[src/rtl/pa_fmau_pkg.sv]
// Shared types and configuration limits for the FMAU pipeline controller.
// Optional counters elsewhere are enabled by FMAU_PIPE_PERF_CNT_EN.
package pa_fmau_pkg;

   localparam int unsigned STAGES_MIN  = 3;
   localparam int unsigned STAGES_MAX  = 6;
   localparam int unsigned MUL_LAT_MIN = 2;
   localparam int unsigned DNORM_MIN   = 1;
   localparam int unsigned DNORM_MAX   = 3;
   localparam int unsigned ID_W_MAX    = 16;

   typedef logic [1:0] dnorm_state_t;
   localparam dnorm_state_t DN_IDLE = 2'd0;
   localparam dnorm_state_t DN_NORM = 2'd1;
   localparam dnorm_state_t DN_DONE = 2'd2;

   typedef struct packed {
      logic                vld;
      logic                mac;
      logic [ID_W_MAX-1:0] id;
   } stage_t;

   function automatic logic cfg_legal(input int unsigned stages, input int unsigned mul_lat,
                                      input int unsigned mac_lat, input int unsigned dnorm_cyc,
                                      input int unsigned id_width);
      return (stages >= STAGES_MIN) && (stages <= STAGES_MAX) &&
             (mul_lat >= MUL_LAT_MIN) && (mul_lat < mac_lat) && (mac_lat <= stages) &&
             (dnorm_cyc >= DNORM_MIN) && (dnorm_cyc <= DNORM_MAX) &&
             (id_width >= 1) && (id_width <= ID_W_MAX);
   endfunction

endpackage

[src/rtl/pa_fmau_dnorm_fsm.sv]
// Denormal-normalisation stall sequencer for FMAU ex1 (IDLE -> NORM -> DONE).
module pa_fmau_dnorm_fsm
   import pa_fmau_pkg::*;
#(
   parameter int unsigned DNORM_CYC = 1
)(
   input  logic forever_cpuclk,
   input  logic cpurst_b,
   input  logic sel,
   input  logic denorm,
   input  logic special,
   input  logic cancel,
   input  logic ext_hold,
   output logic denorm_stall
);

   localparam logic [1:0] CNT_INIT = 2'(DNORM_CYC);

   dnorm_state_t state, state_nxt;
   logic [1:0]   cnt, cnt_nxt;

   always_comb begin
      state_nxt    = state;
      cnt_nxt      = cnt;
      denorm_stall = 1'b0;
      case (state)
         DN_IDLE: begin
            // stall already asserted in the entry cycle so ex1 does not advance
            if (sel & denorm & ~special & ~ext_hold) begin
               denorm_stall = 1'b1;
               state_nxt    = DN_NORM;
               cnt_nxt      = CNT_INIT;
            end
         end
         DN_NORM: begin
            denorm_stall = 1'b1;
            if (cancel) begin
               state_nxt = DN_IDLE;
               cnt_nxt   = '0;
            end else if (~ext_hold) begin
               cnt_nxt = cnt - 2'd1;
               if (cnt == 2'd1) state_nxt = DN_DONE;
            end
         end
         DN_DONE: begin
            if (cancel) begin
               state_nxt = DN_IDLE;
               cnt_nxt   = '0;
            end else if (~ext_hold) begin
               state_nxt = DN_IDLE;
            end
         end
         default: begin
            state_nxt = DN_IDLE;
            cnt_nxt   = '0;
         end
      endcase
   end

   always_ff @(posedge forever_cpuclk or negedge cpurst_b) begin
      if (!cpurst_b) begin
         state <= DN_IDLE;
         cnt   <= '0;
      end else begin
         state <= state_nxt;
         cnt   <= cnt_nxt;
      end
   end

endmodule

[src/rtl/pa_fmau_pipe_ctrl_n.sv]
// Parametrised FMAU execute-pipe controller: stage valids/IDs, hold chain, retire arbitration.
// Define FMAU_PIPE_PERF_CNT_EN to add saturating denorm-stall and collision counters.
module pa_fmau_pipe_ctrl_n
   import pa_fmau_pkg::*;
#(
   parameter int unsigned STAGES    = 4,
   parameter int unsigned MUL_LAT   = 3,
   parameter int unsigned MAC_LAT   = 4,
   parameter int unsigned DNORM_CYC = 1,
   parameter int unsigned ID_WIDTH  = 3
)(
   input  logic                forever_cpuclk,
   input  logic                cpurst_b,
   input  logic                ctrl_fmau_ex1_sel,
   input  logic                ex1_mac,
   input  logic                ex1_special,
   input  logic                ex1_denorm,
   input  logic [ID_WIDTH-1:0] ex1_id,
   input  logic                rtu_xx_ex1_cancel,
   input  logic                ctrl_xx_ex2_cancel,
   input  logic [STAGES-1:0]   ctrl_xx_stall,
   output logic                fmau_fpu_ex1_cmplt,
   output logic                fmau_fpu_ex1_denorm_stall,
   output logic [STAGES-1:0]   fmau_pipe_vld,
   output logic [STAGES-1:0]   fmau_pipe_down,
   output logic                fmau_fpu_result_vld,
   output logic                fmau_fpu_result_mac,
   output logic [ID_WIDTH-1:0] fmau_fpu_result_id,
`ifdef FMAU_PIPE_PERF_CNT_EN
   output logic [15:0]         fmau_perf_dnorm_cnt,
   output logic [15:0]         fmau_perf_coll_cnt,
`endif
   output logic                fmau_busy
);

   if (!cfg_legal(STAGES, MUL_LAT, MAC_LAT, DNORM_CYC, ID_WIDTH)) begin : g_bad_cfg
      $error("pa_fmau_pipe_ctrl_n: illegal parameter combination");
   end

   stage_t              cur [STAGES];
   stage_t              st  [1:STAGES-1];
   logic [STAGES-1:0]   vld;
   logic [STAGES:0]     hc;
   logic [STAGES-1:1]   rtr;
   logic [STAGES-1:0]   down;
   logic                coll;
   logic                hold_1;
   logic                dnorm_stall;
   logic                res_vld;
   logic                res_mac;
   logic [ID_W_MAX-1:0] res_id;
   logic                unused_res_id;

   // cur[] is the effective view of every stage: ex1 from inputs, ex2 after cancel
   always_comb begin
      cur[0] = '{vld: cpurst_b & ctrl_fmau_ex1_sel & ~rtu_xx_ex1_cancel,
                 mac: ex1_mac, id: ID_W_MAX'(ex1_id)};
      for (int unsigned i = 1; i < STAGES; i++) cur[i] = st[i];
      cur[1].vld = st[1].vld & ~ctrl_xx_ex2_cancel;
      vld = '0;
      for (int unsigned i = 0; i < STAGES; i++) vld[i] = cur[i].vld;

      hc   = '0;
      coll = 1'b0;
      for (int unsigned i = STAGES; i > 0; i--) begin
         hc[i-1] = ctrl_xx_stall[i-1] | hc[i];
         if (i == MUL_LAT) begin
            coll = vld[MUL_LAT-1] & ~cur[MUL_LAT-1].mac &
                   vld[MAC_LAT-1] &  cur[MAC_LAT-1].mac & ~hc[MAC_LAT-1];
            hc[i-1] = hc[i-1] | coll;
         end
      end

      rtr = '0;
      for (int unsigned i = 1; i < STAGES; i++)
         rtr[i] = vld[i] & ~hc[i] & (cur[i].mac ? (i == MAC_LAT-1) : (i == MUL_LAT-1));
   end

   pa_fmau_dnorm_fsm #(.DNORM_CYC(DNORM_CYC)) u_dnorm (
      .forever_cpuclk (forever_cpuclk),
      .cpurst_b       (cpurst_b),
      .sel            (vld[0]),
      .denorm         (ex1_denorm),
      .special        (ex1_special),
      .cancel         (rtu_xx_ex1_cancel),
      .ext_hold       (hc[0]),
      .denorm_stall   (dnorm_stall)
   );

   assign hold_1 = hc[0] | dnorm_stall;

   always_comb begin
      down    = '0;
      down[0] = vld[0] & ~hold_1 & ~ex1_special;
      for (int unsigned i = 1; i < STAGES; i++) down[i] = vld[i] & ~hc[i] & ~rtr[i];
   end

   always_comb begin
      res_vld = 1'b0;
      res_mac = 1'b0;
      res_id  = '0;
      for (int unsigned i = 1; i < STAGES; i++) begin
         if (rtr[i]) begin
            res_vld = 1'b1;
            res_mac = cur[i].mac;
            res_id  = cur[i].id;
         end
      end
   end

   // an unheld stage always empties (advance or retire) and takes whatever comes down
   always_ff @(posedge forever_cpuclk or negedge cpurst_b) begin
      if (!cpurst_b) begin
         for (int unsigned i = 1; i < STAGES; i++) st[i] <= '0;
      end else begin
         for (int unsigned i = 1; i < STAGES; i++) begin
            if (hc[i]) st[i].vld <= vld[i];
            else       st[i]     <= '{vld: down[i-1], mac: cur[i-1].mac, id: cur[i-1].id};
         end
      end
   end

`ifdef FMAU_PIPE_PERF_CNT_EN
   always_ff @(posedge forever_cpuclk or negedge cpurst_b) begin
      if (!cpurst_b) begin
         fmau_perf_dnorm_cnt <= '0;
         fmau_perf_coll_cnt  <= '0;
      end else begin
         if (dnorm_stall && (fmau_perf_dnorm_cnt != '1))
            fmau_perf_dnorm_cnt <= fmau_perf_dnorm_cnt + 16'd1;
         if (coll && (fmau_perf_coll_cnt != '1))
            fmau_perf_coll_cnt <= fmau_perf_coll_cnt + 16'd1;
      end
   end
`endif

   assign unused_res_id             = ^res_id;
   assign fmau_fpu_ex1_cmplt        = ex1_special & vld[0] & ~hold_1;
   assign fmau_fpu_ex1_denorm_stall = dnorm_stall;
   assign fmau_pipe_vld             = vld;
   assign fmau_pipe_down            = down;
   assign fmau_fpu_result_vld       = res_vld;
   assign fmau_fpu_result_mac       = res_mac;
   assign fmau_fpu_result_id        = res_id[ID_WIDTH-1:0];
   assign fmau_busy                 = |vld[STAGES-1:1];

endmodule

[config.mk]
export PLATFORM = sky130hd
export DESIGN_NAME = pa_fmau_pipe_ctrl_n
export DESIGN_NICKNAME = d
export VERILOG_FILES = /design/src/rtl/pa_fmau_pkg.sv /design/src/rtl/pa_fmau_dnorm_fsm.sv /design/src/rtl/pa_fmau_pipe_ctrl_n.sv
export SDC_FILE = /design/constraint.sdc
export NUM_CORES = 1
export LEC_CHECK = 0
export BUFFER_PORTS_ARGS = -buffer_cell sky130_fd_sc_hd__buf_4
export CAP_MARGIN = 15
export CORE_MARGIN = 2
export CORE_UTILIZATION = 28
export CTS_BUF_LIST = sky130_fd_sc_hd__clkbuf_4 sky130_fd_sc_hd__clkbuf_8 sky130_fd_sc_hd__clkbuf_16
export DETAILED_ROUTE_END_ITERATION = 12
export PLACE_DENSITY = 0.51
export SLEW_MARGIN = 20
export SYNTH_ARGS = -nofsm -noshare
export SYNTH_HDL_FRONTEND = slang
export SYNTH_HIERARCHICAL = 1
export SYNTH_SLANG_ARGS = --single-unit
[constraint.sdc]
create_clock -name forever_cpuclk -period 2.7 [get_ports forever_cpuclk]
set_input_delay 0.405 -clock forever_cpuclk [delete_from_list [all_inputs] [get_ports forever_cpuclk]]
set_output_delay 0.405 -clock forever_cpuclk [all_outputs]
set_load 0.1 [all_outputs]
; Word-level counts from Yosys, hierarchy flattened
; Cells that the tools add are included.
[word_totals]
elab_cells = 83
register_bits = 19
output_inout_bits = 16
[classes]
reduce_logical = 4
n_addsub = 1
n_bitwise = 37
eq_ne = 8
mux = 22
[op_table]
columns = operator, n
row1 = $and 1x1->1, 21
row2 = $mux 2, 9
row3 = $pmux 2 s3, 2
row4 = $not 1->1, 11
row5 = $mux 1, 8
row6 = $mux 3, 2
row7 = $ne 3x3->1 const B, 2
row8 = $or 1x1->1, 5
row9 = $eq 2x1->1 const B, 2
row10 = $reduce_and 4->1, 1
row11 = $ne 3x2->1 const B, 1
row12 = $reduce_and 3->1, 1
row13 = $reduce_or 3->1, 1
row14 = $eq 2x2->1 const B, 1
row15 = $logic_not 2->1, 1
row16 = $ne 2x1->1 const B, 1
row17 = $ne 2x2->1 const B, 1
row18 = $pmux 1 s2, 1
row19 = $sub 2x1->2 const B, 1

; Longest topological paths before layout
[depth]
word_depth = 17
mapped_depth = 9
depth_no_buf = 9

; Cells and area by module
; Netlist, hierarchy kept.
[modules_own_cells]
columns = module, area_per_inst_um2, cells_each, seq_area_each_um2, instances
row1 = pa_fmau_pipe_ctrl_n, 809.5, 69, 375.4, 1
row2 = pa_fmau_dnorm_fsm, 286.5, 29, 100.1, 1

; Worst setup path after synthesis
; OpenSTA, ideal clock, no wires.
[synth_path]
path_kind = flip-flop to output port
startpoint = reg st (netlist bit cur[34])
endpoint = out fmau_fpu_ex1_cmplt
slack_ns = -1.831
n_path_buf = 0
t_arrival_ns = 4.126
required_ns = 2.295
path_stages_with_launch = 10
path_cell_list = dfrtp_1 > nand4b_4 > nand3b_4 > or2_2 > and4bb_4 > nor2_1 > nor2_1 > nor4bb_1 > nand2_1 > nor3_1
[synth_via]
elab_chain_len = 15
[synth_rtl]
columns = element, line_no
row1 = from (decl), pa_fmau_pipe_ctrl_n.sv:41  ; stage_t st [1:STAGES-1];
row2 = "from (signal, indexed assignment)", pa_fmau_pipe_ctrl_n.sv:118  ; else st[i] <= '{vld: down[i-1], mac: cur[i-1].mac, id: cur[i-1].id};
row3 = $not 1->1, pa_fmau_pipe_ctrl_n.sv:68  ; coll = vld[MUL_LAT-1] & ~cur[MUL_LAT-1].mac &
row4 = $and 1x1->1 (2 in a row), pa_fmau_pipe_ctrl_n.sv:68
row5 = $and 1x1->1 (2 in a row), pa_fmau_pipe_ctrl_n.sv:69  ; vld[MAC_LAT-1] & cur[MAC_LAT-1].mac & ~hc[MAC_LAT-1];
row6 = $or 1x1->1, pa_fmau_pipe_ctrl_n.sv:70  ; hc[i-1] = hc[i-1] | coll;
row7 = $or 1x1->1 (2 in a row), pa_fmau_pipe_ctrl_n.sv:66  ; hc[i-1] = ctrl_xx_stall[i-1] | hc[i];
row8 = net hc[0], pa_fmau_pipe_ctrl_n.sv:43  ; logic [STAGES:0] hc;
row9 = $not 1->1, pa_fmau_dnorm_fsm.sv:29  ; if (sel & denorm & ~special & ~ext_hold) begin
row10 = $and 1x1->1, pa_fmau_dnorm_fsm.sv:29
row11 = $mux 1, pa_fmau_dnorm_fsm.sv:29
row12 = $pmux 1 s2, pa_fmau_dnorm_fsm.sv:26  ; case (state)
row13 = net fmau_fpu_ex1_denorm_stall, pa_fmau_pipe_ctrl_n.sv:23  ; output logic fmau_fpu_ex1_denorm_stall,
row14 = $or 1x1->1, pa_fmau_pipe_ctrl_n.sv:90  ; assign hold_1 = hc[0] | dnorm_stall;
row15 = $not 1->1, pa_fmau_pipe_ctrl_n.sv:138  ; assign fmau_fpu_ex1_cmplt = ex1_special & vld[0] & ~hold_1;
row16 = $and 1x1->1, pa_fmau_pipe_ctrl_n.sv:138
row17 = to (decl), pa_fmau_pipe_ctrl_n.sv:22  ; output logic fmau_fpu_ex1_cmplt,
; The timed path passes the listed nets, and every way through them passes these cells.

; Worst setup path after layout
[layout_path]
startpoint = reg st (netlist bit cur[34])
endpoint = out fmau_pipe_down[0]
[layout_via]
elab_chain_len = 16
[layout_rtl]
columns = element, line_no
row1 = $not 1->1 *, pa_fmau_pipe_ctrl_n.sv:68
row2 = $and 1x1->1 * (2 in a row), pa_fmau_pipe_ctrl_n.sv:68
row3 = $and 1x1->1 * (2 in a row), pa_fmau_pipe_ctrl_n.sv:69
row4 = $or 1x1->1 *, pa_fmau_pipe_ctrl_n.sv:70
row5 = $or 1x1->1 * (2 in a row), pa_fmau_pipe_ctrl_n.sv:66
row6 = net hc[0], pa_fmau_pipe_ctrl_n.sv:43
row7 = $not 1->1, pa_fmau_dnorm_fsm.sv:29
row8 = $and 1x1->1, pa_fmau_dnorm_fsm.sv:29
row9 = $mux 1, pa_fmau_dnorm_fsm.sv:29
row10 = $pmux 1 s2, pa_fmau_dnorm_fsm.sv:26
row11 = $or 1x1->1 *, pa_fmau_pipe_ctrl_n.sv:90
row12 = $not 1->1 *, pa_fmau_pipe_ctrl_n.sv:94  ; down[0] = vld[0] & ~hold_1 & ~ex1_special;
row13 = $and 1x1->1 * (2 in a row), pa_fmau_pipe_ctrl_n.sv:94
row14 = to (decl), pa_fmau_pipe_ctrl_n.sv:25  ; output logic [STAGES-1:0] fmau_pipe_down,
; Mark *: on every way through the listed nets, which the timed path passes. The rest lies on a longest branch.

==> results.py <==
metrics = {
    "run_status": {
        "status": "complete, no violations",
    },
    "global_routing": {
        "met2_usage_pct": 18.25,
        "grt_max_degree": 21,
        "grt_usage_pct": 11.28,
        "met3_usage_pct": 2.196,
        "grtUsageMet1_pct": 15.29,
        "gr-max-usage-layer": "met2",
        "antenna_found_initial": 0,
        "grt_pass1_vias": 839,
        "grt_pass1_wl_um": 3857,
        "overflow": 0,
    },
    "power": {
        "ir_drop_mv": 0.1619,
        "power_frac_comb_pct": 18.3,
        "power_per_cell_area_nw_per_um2": 455.8,
        "p_int_mw": 0.5083,
        "power.share.clock_pct": 28.6,
        "p_sw_mw": 0.1756,
        "p_leak_nw": 0.7431,
        "switching_share_pct": 25.67,
        "power_frac_seq_pct": 53.1,
    },
    "critical_path": {
        "crit_arrival_ns": 2.23,
        "crit_path_frequent_cell": "nor2_4",
        "crit_family": "simple AND/OR/NAND/NOR gates",
        "crit_chain": "nand4b_4, nand3b_4, or2_4, and4bb_4, nor2_4, nor2_4, nor4bb_4, nand2_1, nor2_4, buf_12",
        "worst_path_max_delay_cell": "dfrtp_1",
        "critPathBufInv": 1,
        "required_ns": 2.30,
        "crit_fanout": 7,
        "worst-setup-path-type": "reg2out",
        "startpoint_type": "flip-flop",
        "worstSetupEndpointType": "output pin",
        "slowest_delay_ns": 0.40,
    },
    "drt": {
        "vias_per_cell": 4.629,
        "num_vias": 824,
        "wl_per_cell_um": 13.02,
        "drtAntennaViolNets": 0,
        "drt_pass1_iterations": 4,
        "drtIter0Drc": 18,
        "detail_route.wirelength_um": 2318,
        "route.detailed.drc": 0,
    },
    "final_layout": {
        "fillers": 378,
        "insertedDiodeCount": 0,
        "area_growth_pct": 36.87,
        "final_common_cell": "buf_4",
        "final_cells": 178,
        "drive_gt1_share_pct": 51.54,
        "finalNetCount": 147,
        "mostFrequentLayoutCells": "31 x buf_4, 16 x dfrtp_1, 9 x nor2_1, 7 x mux2_2, 5 x nand2_1",
    },
    "timing": {
        "hold_viol_final": 0,
        "skew_ns": 0.001753,
        "hold-worst-slack_ns": 0.1394,
        "setup_viol": 0,
        "max_freq_mhz": 379.1,
        "final.setup.worst_slack_ns": 0.06222,
        "rsz0062_at_grt": "yes",
        "fin_crit_ns": 2.638,
        "slew_violations": 0,
        "worst_slew_pin_slew_ns": 0.3141,
        "relSlewSlack_pct": 79.06,
        "fin_crit_sh_pct": 97.70,
    },
    "place": {
        "post-place-ws_ns": 0.1732,
        "globalplace.congestion": 0.7737,
        "placed_cells": 173,
        "hpwl_um": 1773,
        "io_buffer_count": 30,
    },
    "die": {
        "std_cell_rows": 22,
        "core_area_um2": 3716,
        "die-area_um2": 4431,
        "initial_utilization_pct": 29.49,
        "dieWidth_um": 66.57,
        "io_pins": 31,
        "die_h_um": 66.57,
    },
    "synthesis": {
        "synth_edf_count": 0,
        "yosysWarnings": 6,
        "syn_avg_cell_area_um2": 11.18,
        "synth_flop_cell": "dfrtp_1",
        "synth_cells": 98,
        "ys_seq_area_share_pct": 43.38,
        "syn_nets": 114,
        "async_flop_share_pct": 100.0,
        "syn_area_um2": 1096,
        "synth_seq_cells": 19,
        "synth.distinct_cells": 36,
    },
    "run": {
        "max_cap_viol_count": 0,
    },
    "clocking": {
        "path_clk_slew_ns": 0.07,
        "clk-insertion-delay-late_ns": 0.25,
        "cts_hold_buf": 0,
        "cts-buffers-inserted": 3,
        "cts_tree": "done",
        "cts_root_buf": "clkbuf_8",
        "clk_path_buf_depth": 2,
        "h-tree-depth": 1,
        "cts.sinks": 19,
    },
    "worst_hold_path": {
        "hp-class": "in2async",
    },
}
-- metrics by stage --
| step | utilization [%] | setup TNS, ns | power, mW | cell area (um2) |
|---|---|---|---|---|
| global route | 40.37 | -0.1352 | 0.7300 | 1500 |
| global placement | 37.85 | 0 | 0.4831 | 1406 |
| finish | 40.37 | 0 | 0.6839 | 1500 |
| detailed placement | 37.85 | 0 | 0.4884 | 1406 |
| CTS | 39.90 | 0 | 0.6935 | 1483 |
| floorplan | - | -0.3759 | 0.4408 | 1144 |
-- registers in the layout (all words and copies together) (netlist names) --
name and flops:
cur 12, st 1, u_dnorm/cnt 2, fmau_pipe_vld 2
u_dnorm/state 2
-- power groups by stage --
stage                     clock, mW  sequential [mW]  combinational [mW]
after floorplan                   0            0.359              0.0816
after global placement            0            0.367               0.116
after detailed placement          0            0.370               0.119
after CTS                     0.205            0.363               0.125
after global routing          0.222            0.371               0.137
final                         0.195            0.363               0.125
-- kinds of logic after synthesis --
family | synth area share, %
simple gates | 26.14
mux | 15.41
compound gates | 9.133
buf+inv | 4.794
flops | 43.38
fa+ha+maj | 1.141
-- Yosys cell counts (2+ instances only) --
cell       n  area share (%)
mux2_4     4             5.5
inv_1      4             1.4
nor2_1    12             4.1
a21oi_1    3             1.4
mux2_2     7             7.2
dfrtp_1   19              43
nor3b_1    5             3.4
nand3b_1   3             2.1
nand2_1    6             2.1
nand3_1    2            0.91
nor2b_1    2             1.1
mux2i_1    3             2.7
buf_4      5             3.4
-- routing by layer --
layer | vias to the layer above | wire length (um)
met1 | 397 | 1102
met5 | - | 0
met2 | 19 | 1097
met3 | 0 | 119
li1 | 408 | -
met4 | 0 | 0
-- cell type report --
cell class              instances  area [um2]  share of cell area (%)
multi-input cells              70       626.9                   41.78
flip-flops and latches         19       479.2                   31.94
clock buffers                   3       41.29                   2.752
clock inverters                 1       5.005                  0.3336
repair buffers                 33       272.8                   18.18
well taps                      48       60.06                   4.003
inverters                       4       15.01                   1.001
-- final timing paths --
path	startpoint	end	slack, ns	cells past startpoint
max in group asynchronous	cpurst_b	fmau_pipe_vld[2]	2.34	2
setup / recovery	cur[34]	fmau_pipe_down[0]	0.06	10
hold / removal	cpurst_b	fmau_pipe_vld[3]	0.14	2
min in group forever_cpuclk	ex1_id[1]	cur[37]	0.38	2
setup reg to reg	fmau_pipe_vld[3]	st[53]	0.81	9
hold reg to reg	cur[52]	cur[34]	0.50	2
-- what timing repair did --
action                                  CTS  global route
resized for setup                         7             4
pin swaps                                 2             0
buffers inserted                          1             0
cloned                                    0             0
endpoints found under the setup margin    2             2
Note: power is estimated with default switching activity, not from simulation.
